### src/rtl/dmem_arbiter_if.sv
// dmem_arbiter_if
//   Requester-side bus of the data-memory arbiter. It carries both request
//   ports (0 = load/store unit, 1 = loader/debug) and the shared response
//   signals.
//   master : requester view (drives req/we/addr/wdata, sees gnt/rvalid/rdata/err/busy)
//   slave  : arbiter view
interface dmem_arbiter_if #(
  parameter int DATA_W = 32,
  parameter int ADDR_W = 32
);
  logic              req0, req1;
  logic              we0, we1;
  logic [ADDR_W-1:0] addr0, addr1;
  logic [DATA_W-1:0] wdata0, wdata1;
  logic              gnt0, gnt1;
  logic              rvalid0, rvalid1;
  logic [DATA_W-1:0] rdata;
  logic              err;
  logic              busy;

  modport master (
    output req0, req1, we0, we1, addr0, addr1, wdata0, wdata1,
    input  gnt0, gnt1, rvalid0, rvalid1, rdata, err, busy
  );

  modport slave (
    input  req0, req1, we0, we1, addr0, addr1, wdata0, wdata1,
    output gnt0, gnt1, rvalid0, rvalid1, rdata, err, busy
  );
endinterface

### src/rtl/dmem_arbiter.sv
// dmem_arbiter
//   Two-port round-robin arbiter and sequencer for the word-addressed data
//   memory. After reset it spends one cycle clearing the array. It then
//   serves one access at a time in three cycles: grant, memory access, and
//   response.
// Ports:
//   clk, reset_n  : clock, asynchronous active-low reset
//   bus (slave)   : requester ports 0/1, grants, completion strobes,
//                   shared rdata/err, busy
//   mem_cs        : memory chip select
//   mem_reset     : memory synchronous clear
//   mem_re/mem_we : memory read / write enable
//   mem_addr      : memory word address
//   mem_wdata     : memory write data
//   mem_rdata     : memory read data (high-Z unless read-enabled)
module dmem_arbiter #(
  parameter int DATA_W = 32,
  parameter int ADDR_W = 32,
  parameter int DEPTH  = 512
) (
  input  logic              clk,
  input  logic              reset_n,
  dmem_arbiter_if.slave     bus,
  output logic              mem_cs,
  output logic              mem_reset,
  output logic              mem_re,
  output logic              mem_we,
  output logic [ADDR_W-1:0] mem_addr,
  output logic [DATA_W-1:0] mem_wdata,
  input  logic [DATA_W-1:0] mem_rdata
);

  localparam logic [1:0] ST_INIT   = 2'd0;
  localparam logic [1:0] ST_IDLE   = 2'd1;
  localparam logic [1:0] ST_ACCESS = 2'd2;
  localparam logic [1:0] ST_RESP   = 2'd3;

  localparam logic [ADDR_W-1:0] LIMIT = ADDR_W'(DEPTH);

  logic [1:0]        state, state_next;
  logic              ptr;        // 0: port 0 wins a tie, 1: port 1 wins
  logic              cmd_port;
  logic              cmd_we;
  logic [ADDR_W-1:0] cmd_addr;
  logic [DATA_W-1:0] cmd_wdata;
  logic [DATA_W-1:0] rdata_q;
  logic              both_req;
  logic              in_range;
  logic              granted;

  assign both_req = bus.req0 & bus.req1;
  assign in_range = (cmd_addr < LIMIT);
  assign granted  = bus.gnt0 | bus.gnt1;

  // Grants come straight from the requests, but only while IDLE.
  always_comb begin
    // NOTE: default every output first so no path through this block
    // leaves a signal unassigned, which would infer a latch.
    bus.gnt0 = 1'b0;
    bus.gnt1 = 1'b0;
    if (state == ST_IDLE) begin
      if (both_req) begin
        bus.gnt0 = ~ptr;
        bus.gnt1 = ptr;
      end else begin
        bus.gnt0 = bus.req0;
        bus.gnt1 = bus.req1;
      end
    end
  end

  always_comb begin
    state_next = state;
    case (state)
      ST_INIT:   state_next = ST_IDLE;
      ST_IDLE:   if (granted) state_next = ST_ACCESS;
      ST_ACCESS: state_next = ST_RESP;
      ST_RESP:   state_next = ST_IDLE;
      default:   state_next = ST_INIT;
    endcase
  end

  // NOTE: sequential state uses non-blocking assignments, so every register
  // samples pre-edge values and block order cannot create races.
  always_ff @(posedge clk or negedge reset_n) begin
    if (!reset_n) begin
      state     <= ST_INIT;
      ptr       <= 1'b0;
      cmd_port  <= 1'b0;
      cmd_we    <= 1'b0;
      cmd_addr  <= '0;
      cmd_wdata <= '0;
      rdata_q   <= '0;
    end else begin
      state <= state_next;
      if (granted) begin
        cmd_port  <= bus.gnt1;
        cmd_we    <= bus.gnt1 ? bus.we1    : bus.we0;
        cmd_addr  <= bus.gnt1 ? bus.addr1  : bus.addr0;
        cmd_wdata <= bus.gnt1 ? bus.wdata1 : bus.wdata0;
      end
      // The pointer moves only when a tie was actually broken.
      if (state == ST_IDLE && both_req) ptr <= ~ptr;
      // mem_rdata is sampled only while the memory drives it.
      if (state == ST_ACCESS && in_range && !cmd_we) rdata_q <= mem_rdata;
    end
  end

  // Response side is decoded from state and the command register.
  assign bus.rvalid0 = (state == ST_RESP) & ~cmd_port;
  assign bus.rvalid1 = (state == ST_RESP) &  cmd_port;
  assign bus.err     = (state == ST_RESP) & ~in_range;
  assign bus.rdata   = rdata_q;
  assign bus.busy    = (state != ST_IDLE);

  // INIT is also the state held during reset. Gating with reset_n keeps the
  // clear strobe low until reset is released, so the clear happens exactly
  // once, in the cycle after release.
  assign mem_reset = (state == ST_INIT) & reset_n;
  assign mem_cs    = mem_reset | ((state == ST_ACCESS) & in_range);
  assign mem_we    = (state == ST_ACCESS) & in_range &  cmd_we;
  assign mem_re    = (state == ST_ACCESS) & in_range & ~cmd_we;
  assign mem_addr  = cmd_addr;
  assign mem_wdata = cmd_wdata;

endmodule

### src/flat_wrapper.sv
// flat-port wrapper written by rule: the top's interface ports become plain ports
module dmem_arbiter_flat 
#(
  parameter int DATA_W = 32,
  parameter int ADDR_W = 32,
  parameter int DEPTH  = 512
)
  (clk, reset_n, mem_cs, mem_reset, mem_re, mem_we, mem_addr, mem_wdata, mem_rdata, bus_req0, bus_req1, bus_we0, bus_we1, bus_addr0, bus_addr1, bus_wdata0, bus_wdata1, bus_gnt0, bus_gnt1, bus_rvalid0, bus_rvalid1, bus_rdata, bus_err, bus_busy);
  dmem_arbiter_if #(.DATA_W(DATA_W), .ADDR_W(ADDR_W)) bus_i ();
  input  logic clk;
  input  logic reset_n;
  output logic mem_cs;
  output logic mem_reset;
  output logic mem_re;
  output logic mem_we;
  output logic [ADDR_W-1:0] mem_addr;
  output logic [DATA_W-1:0] mem_wdata;
  input  logic [DATA_W-1:0] mem_rdata;
  input wire logic [$bits(bus_i.req0)-1:0] bus_req0;
  input wire logic [$bits(bus_i.req1)-1:0] bus_req1;
  input wire logic [$bits(bus_i.we0)-1:0] bus_we0;
  input wire logic [$bits(bus_i.we1)-1:0] bus_we1;
  input wire logic [$bits(bus_i.addr0)-1:0] bus_addr0;
  input wire logic [$bits(bus_i.addr1)-1:0] bus_addr1;
  input wire logic [$bits(bus_i.wdata0)-1:0] bus_wdata0;
  input wire logic [$bits(bus_i.wdata1)-1:0] bus_wdata1;
  output wire logic [$bits(bus_i.gnt0)-1:0] bus_gnt0;
  output wire logic [$bits(bus_i.gnt1)-1:0] bus_gnt1;
  output wire logic [$bits(bus_i.rvalid0)-1:0] bus_rvalid0;
  output wire logic [$bits(bus_i.rvalid1)-1:0] bus_rvalid1;
  output wire logic [$bits(bus_i.rdata)-1:0] bus_rdata;
  output wire logic [$bits(bus_i.err)-1:0] bus_err;
  output wire logic [$bits(bus_i.busy)-1:0] bus_busy;
  assign bus_i.req0 = bus_req0;
  assign bus_i.req1 = bus_req1;
  assign bus_i.we0 = bus_we0;
  assign bus_i.we1 = bus_we1;
  assign bus_i.addr0 = bus_addr0;
  assign bus_i.addr1 = bus_addr1;
  assign bus_i.wdata0 = bus_wdata0;
  assign bus_i.wdata1 = bus_wdata1;
  assign bus_gnt0 = bus_i.gnt0;
  assign bus_gnt1 = bus_i.gnt1;
  assign bus_rvalid0 = bus_i.rvalid0;
  assign bus_rvalid1 = bus_i.rvalid1;
  assign bus_rdata = bus_i.rdata;
  assign bus_err = bus_i.err;
  assign bus_busy = bus_i.busy;
  dmem_arbiter #(.DATA_W(DATA_W), .ADDR_W(ADDR_W), .DEPTH(DEPTH)) u_core (.clk(clk), .reset_n(reset_n), .bus(bus_i), .mem_cs(mem_cs), .mem_reset(mem_reset), .mem_re(mem_re), .mem_we(mem_we), .mem_addr(mem_addr), .mem_wdata(mem_wdata), .mem_rdata(mem_rdata));
endmodule
### config.mk
export PLATFORM = sky130hd
export DESIGN_NAME = dmem_arbiter_flat
export DESIGN_NICKNAME = d
export VERILOG_FILES = /design/src/rtl/dmem_arbiter_if.sv /design/src/rtl/dmem_arbiter.sv /design/src/flat_wrapper.sv
export SDC_FILE = /design/constraint.sdc
export NUM_CORES = 1
export LEC_CHECK = 0
export BUFFER_PORTS_ARGS = -buffer_cell sky130_fd_sc_hd__buf_2
export CELL_PAD_IN_SITES_DETAIL_PLACEMENT = 0
export CELL_PAD_IN_SITES_GLOBAL_PLACEMENT = 2
export CORE_MARGIN = 8
export CORE_UTILIZATION = 22
export DETAILED_ROUTE_END_ITERATION = 6
export GPL_TIMING_DRIVEN = 0
export PLACE_DENSITY = 0.84
export SETUP_SLACK_MARGIN = 0.3
export SKIP_LAST_GASP = 1
export SLEW_MARGIN = 20
export SYNTH_ARGS = -nofsm -noshare
export SYNTH_HDL_FRONTEND = slang
export SYNTH_SLANG_ARGS = --single-unit
### constraint.sdc
create_clock -name clk -period 1.94 [get_ports clk]
set_clock_uncertainty 0.2 [all_clocks]
set_input_delay 0 -clock clk [delete_from_list [all_inputs] [get_ports clk]]
set_output_delay 0 -clock clk [all_outputs]
set_load 0.005 [all_outputs]
== Word level (Yosys, flattened, before mapping) ==
Index checks and enable logic that the tools add are counted.
Word-level totals
  register bits: 101
  memories kept: 0
  memory bits (writable): 0
  bits in latches: 0
  memory bits (read-only): 0
Operators by class
  add/subtract/negate cells: 0
  eq/ne operators: 5
  reductions and logical operators: 6
  shift operators: 0
  $mul: 0
  bitwise gates (word level): 14
  div/mod/pow operators: 0
  mux-type cells: 9
  magnitude comparators: 1
Operator list (number)
  2-to-1 mux 32 bit: 2
  less-than comparator 32 x 10 -> 1 bit, second input constant: 1
  AND 1 bit: 8
  one-hot mux 2 bit (3 select lines): 1
  2-to-1 mux 1 bit: 5
  == test 2 bit, second input constant: 2
  inequality test 2 x 1 -> 1 bit, second input constant: 2
  inverter 1 bit: 4
  logical AND 1 bit: 3
  == test 2 x 1 -> 1 bit, second input constant: 1
  zero test 2 bit: 1
  2-to-1 mux 2 bit: 1
  bitwise OR 1 bit: 2
  OR reduction 2 bit: 1
  zero test 1 bit: 1

== Longest topological paths before layout ==
  word-level depth: 6
  mapped depth: 8
  depth with buffers taken out: 6

== Worst setup path after synthesis ==
OpenSTA, ideal clock, no wires.
  kind: register -> register
  start point: reg u_core.cmd_addr[14] (netlist: u_core.mem_addr[14])
  end point: reg u_core.rdata_q[10] (netlist: u_core.bus.rdata[10])
  clock period less this slack: 2.114 ns
  slack: -0.174 ns
  stages on the path, launching flop included: 6
  library setup time: 0.125 ns
  arrival: 1.790 ns
  path through: dfrtp_1 > nor4_1 > nand4_1 > nor4_4 > buf_6 > mux2_2
Between the ends
  cells in the longest elaborated chain, start to end: 3
Ends and longest elaborated chain
  start: declaration: RTL line dmem_arbiter.sv:44  | logic [ADDR_W-1:0] cmd_addr;
  start signal: assignment: RTL line dmem_arbiter.sv:99  | cmd_addr <= bus.gnt1 ? bus.addr1 : bus.addr0;
  less-than comparator 32 x 10 -> 1 bit: RTL line dmem_arbiter.sv:52  | assign in_range = (cmd_addr < LIMIT);
  logical AND 1 bit (2 in a row): RTL line dmem_arbiter.sv:105  | if (state == ST_ACCESS && in_range && !cmd_we) rdata_q <= mem_rdata;
  end signal: assignment: RTL line dmem_arbiter.sv:105
  end: declaration: RTL line dmem_arbiter.sv:46  | logic [DATA_W-1:0] rdata_q;
Every way passes these cells.
A chain may end at the register's enable or synchronous reset.

== Final worst setup path ==
  start point: reg u_core.cmd_addr[21] (netlist: u_core.mem_addr[21])
  end point: reg u_core.rdata_q[29] (netlist: u_core.bus.rdata[29])
Same word-level chain as after synthesis.

==> flow_summary_export.csv <==
group,metric,value,unit
placed_design,io_buffers,271,
layout,fill_cells,1649,
placed_design,gp_congestion,0.7976,
detailed_routing,drt-total-wl,20.78,mm
power,finalPower,10.15,mW
critical_path,cp.required,1.97,ns
cts,cts_max_level,3,
global_routing,grt_overflow,0,
critical_path,crit_fanout,10,
detailed_routing,routedWlPerCell,19.62,um
die,die-height,153.6,um
global_routing,grt_pass1_wl,31.55,mm
cts,clkTransAtPathRegs,0.07,ns
cts,clk_latency,0.35,ns
placed_design,dp.cells,834,
global_routing,grt_max_degree,53,
synth,yosysSeqAreaShare,0.6072,
synth,synthesis.nets,499,
timing,hold_viol,101,
timing,fin_crit,2.233,ns
run_status,status,"finished with violations",
timing,slew_headroom,0.6565,
synth,syn_area,4163,um^2
critical_path,path_class,"reg -> reg",
timing,rsz0062_at_grt,"yes",
critical_path,ff2ff_path_depth,6,
die,die_area,23580,um^2
timing,fin_crit_sh,1.151,
layout,diodes,0,
layout,fin_cells,1059,
synth,ys_warn_count,0,
placed_design,place_ws,-0.8222,ns
cts,cts_tree,"built",
cts,cts_made_buffers,9,
critical_path,reg2reg_from,"u_core.mem_addr[21]",
global_routing,grt.total_usage,0.1708,
critical_path,start_kind,"register",
timing,fin_ws,-0.2932,ns
power,p_per_area,1162,nW/um^2
timing,whs,-0.6082,ns
detailed_routing,ant_nets,0,
die,fp-row-count,50,
synth,syn_avg_cell_area,12.69,um^2
run_status,violations,"design-rule violations, negative hold slack, negative setup slack",
cts,cts_hold_buf,164,
cts,clockBufferDepth,2,
cts,root_buffer,"clkbuf_16",
power,total_leakage_power,4.683,nW
layout,final_util,0.4686,
cts,cts_sinks,101,
timing,worstMarginPinSlew,0.5153,ns
placed_design,dp_hpwl,13.07,mm
timing,setup_viol,40,
detailed_routing,drt_iter0_markers,436,
die,start_util,0.2233,
die,fp.dieW,153.6,um
power,vdd_ir_drop_max,0.0007462,V
detailed_routing,drc,3,
critical_path,arrival,2.27,ns
synth,yosysUniqueCellTypes,24,
die,core-area,18640,um^2
layout,drive_gt1_frac,0.4921,
critical_path,cp-end-kind,"register",
global_routing,grt_pass1_vias,5435,
layout,area_delta_synth_final,109.9,%
timing,fmax,447.8,MHz
synth,synthCells,328,
synth,synth_seq_cells,101,
global_routing,antenna_found_initial,0,
job,cap_violations,0,
timing,drv_slew,0,
critical_path,ff2ff_setup_slack,-0.29,ns
layout,fin_nets,991,
detailed_routing,num_vias,4905,
detailed_routing,drt_pass1_iterations,7,
detailed_routing,vias_per_cell,4.632,
min_path,hp-class,"in -> async",
critical_path,reg2reg_to,"u_core.bus.rdata[29]",
die,pin_count,272,
[cells by family (layout without fill, tap and decap cells)]
family,after synthesis,count (layout),share of synthesized area
compound gates,72,72,0.1659
xor+xnor,1,1,0.002104
simple gates,22,22,0.03216
fa+ha+maj,5,5,0.01503
flops,101,101,0.6072
buf+inv,95,592,0.09107
mux,32,32,0.08656
[cells in the mapped netlist]
cell type    n  area [um^2]
nor2b_1      1        6.260
a222oi_1    65        650.6
mux2_1       2        22.52
clkbuf_1    18        67.56
inv_1       71        266.5
nor4_1       6        37.54
xnor2_1      1        8.760
o21bai_1     1        7.510
buf_6        3        33.78
nor4_4       1        21.27
nor3_1       2        10.01
nor2_1       1        3.750
dfrtp_1    101         2527
ha_1         5        62.56
nand3_1      1        5.000
o21a_1       1        7.510
nand2_1      5        18.77
a21oi_1      3        15.01
buf_1        3        11.26
mux2_2      30        337.8
or2_2        1        6.260
nand4_1      1        6.260
and2_1       3        18.77
o21ai_0      2        10.01
[state kept, by name (all words and copies together) (netlist names)]
| name | flops |
|---|---|
| u_core.bus.rdata | 32 |
| u_core.cmd_port | 1 |
| u_core.cmd_we | 1 |
| u_core.mem_wdata | 32 |
| u_core.mem_addr | 32 |
| u_core.state | 2 |
| u_core.ptr | 1 |
[through the flow]
stage	area (um^2)	TNS [ns]
2_1_floorplan	4280	-2.894
5_1_grt	8736	-15.18
4_1_cts	8581	-9.858
3_3_place_gp	5929	-87.93
6_report	8736	-9.579
3_5_place_dp	5963	-30.05
[power by group]
| group | internal (mW) | switching, mW |
|---|---|---|
| logic | 2.81 | 2.16 |
| clock network | 0.932 | 0.879 |
| registers | 2.82 | 0.546 |
[layout make-up]
type / instances / area, um^2 / share of cell area
buffer: 24 / 402.9 / 0.04612
sequential: 101 / 2530 / 0.2896
clock buffer: 10 / 239.0 / 0.02736
tap: 234 / 292.8 / 0.03351
inverter: 71 / 266.5 / 0.03051
multi-input combinational: 132 / 1385 / 0.1586
timing repair buffer: 481 / 3563 / 0.4079
clock inverter: 6 / 56.30 / 0.006445
[critical path, stage by stage, from the launching register on]
cell	delay, ns
dfrtp_2	0.43
nor4_4	0.35
nand2_2	0.17
nor4_4	0.28
buf_6	0.18
buf_8	0.15
mux2_2	0.35
[what timing repair did]
action / CTS / global route
resized for setup: 66 / 28
setup endpoints to repair: 104 / 106
hold endpoints to repair: 199 / 101
buffers inserted: 28 / 9
pin swaps: 25 / 15
cloned: 7 / 1
[cell usage in the layout, fill, tap and decap left out, types with 2 or more instances in the layout]
cell / count
inv_1: 70
clkinv_4: 3
buf_8: 12
inv_8: 2
buf_6: 20
mux2_1: 2
buf_12: 3
a222oi_1: 65
buf_4: 20
nor4_4: 3
ha_1: 4
dlygate4sd3_1: 164
mux2_2: 29
clkbuf_16: 18
nor4_2: 3
and2_1: 3
nand2_4: 3
dfrtp_2: 2
clkbuf_8: 7
buf_2: 268
buf_16: 2
a21oi_4: 2
dfrtp_1: 99
[per-layer routing]
metal  vias to the layer above  GRT usage  wire length, um
met4                         0    0.06580              563
met1                      2333     0.1917             7999
met3                        36    0.06334             2082
met5                         -          0                0
met2                       316     0.2905            10130
li1                       2220          -                -
[worst max-delay path by stage]
stage                                   start              endpoint  slack, ns  cells after the start
after CTS                 u_core.mem_addr[21]  u_core.bus.rdata[17]      -0.30                      6
after global placement    u_core.mem_addr[28]  u_core.bus.rdata[26]      -0.85                      5
after detailed placement  u_core.mem_addr[28]  u_core.bus.rdata[29]      -0.82                      5
final                     u_core.mem_addr[21]  u_core.bus.rdata[29]      -0.29                      6
after floorplan           u_core.mem_addr[20]  u_core.bus.rdata[10]       -0.1                      5
after global routing      u_core.mem_addr[21]                mem_we      -0.35                      7
Power figures use the tool's default switching activity.
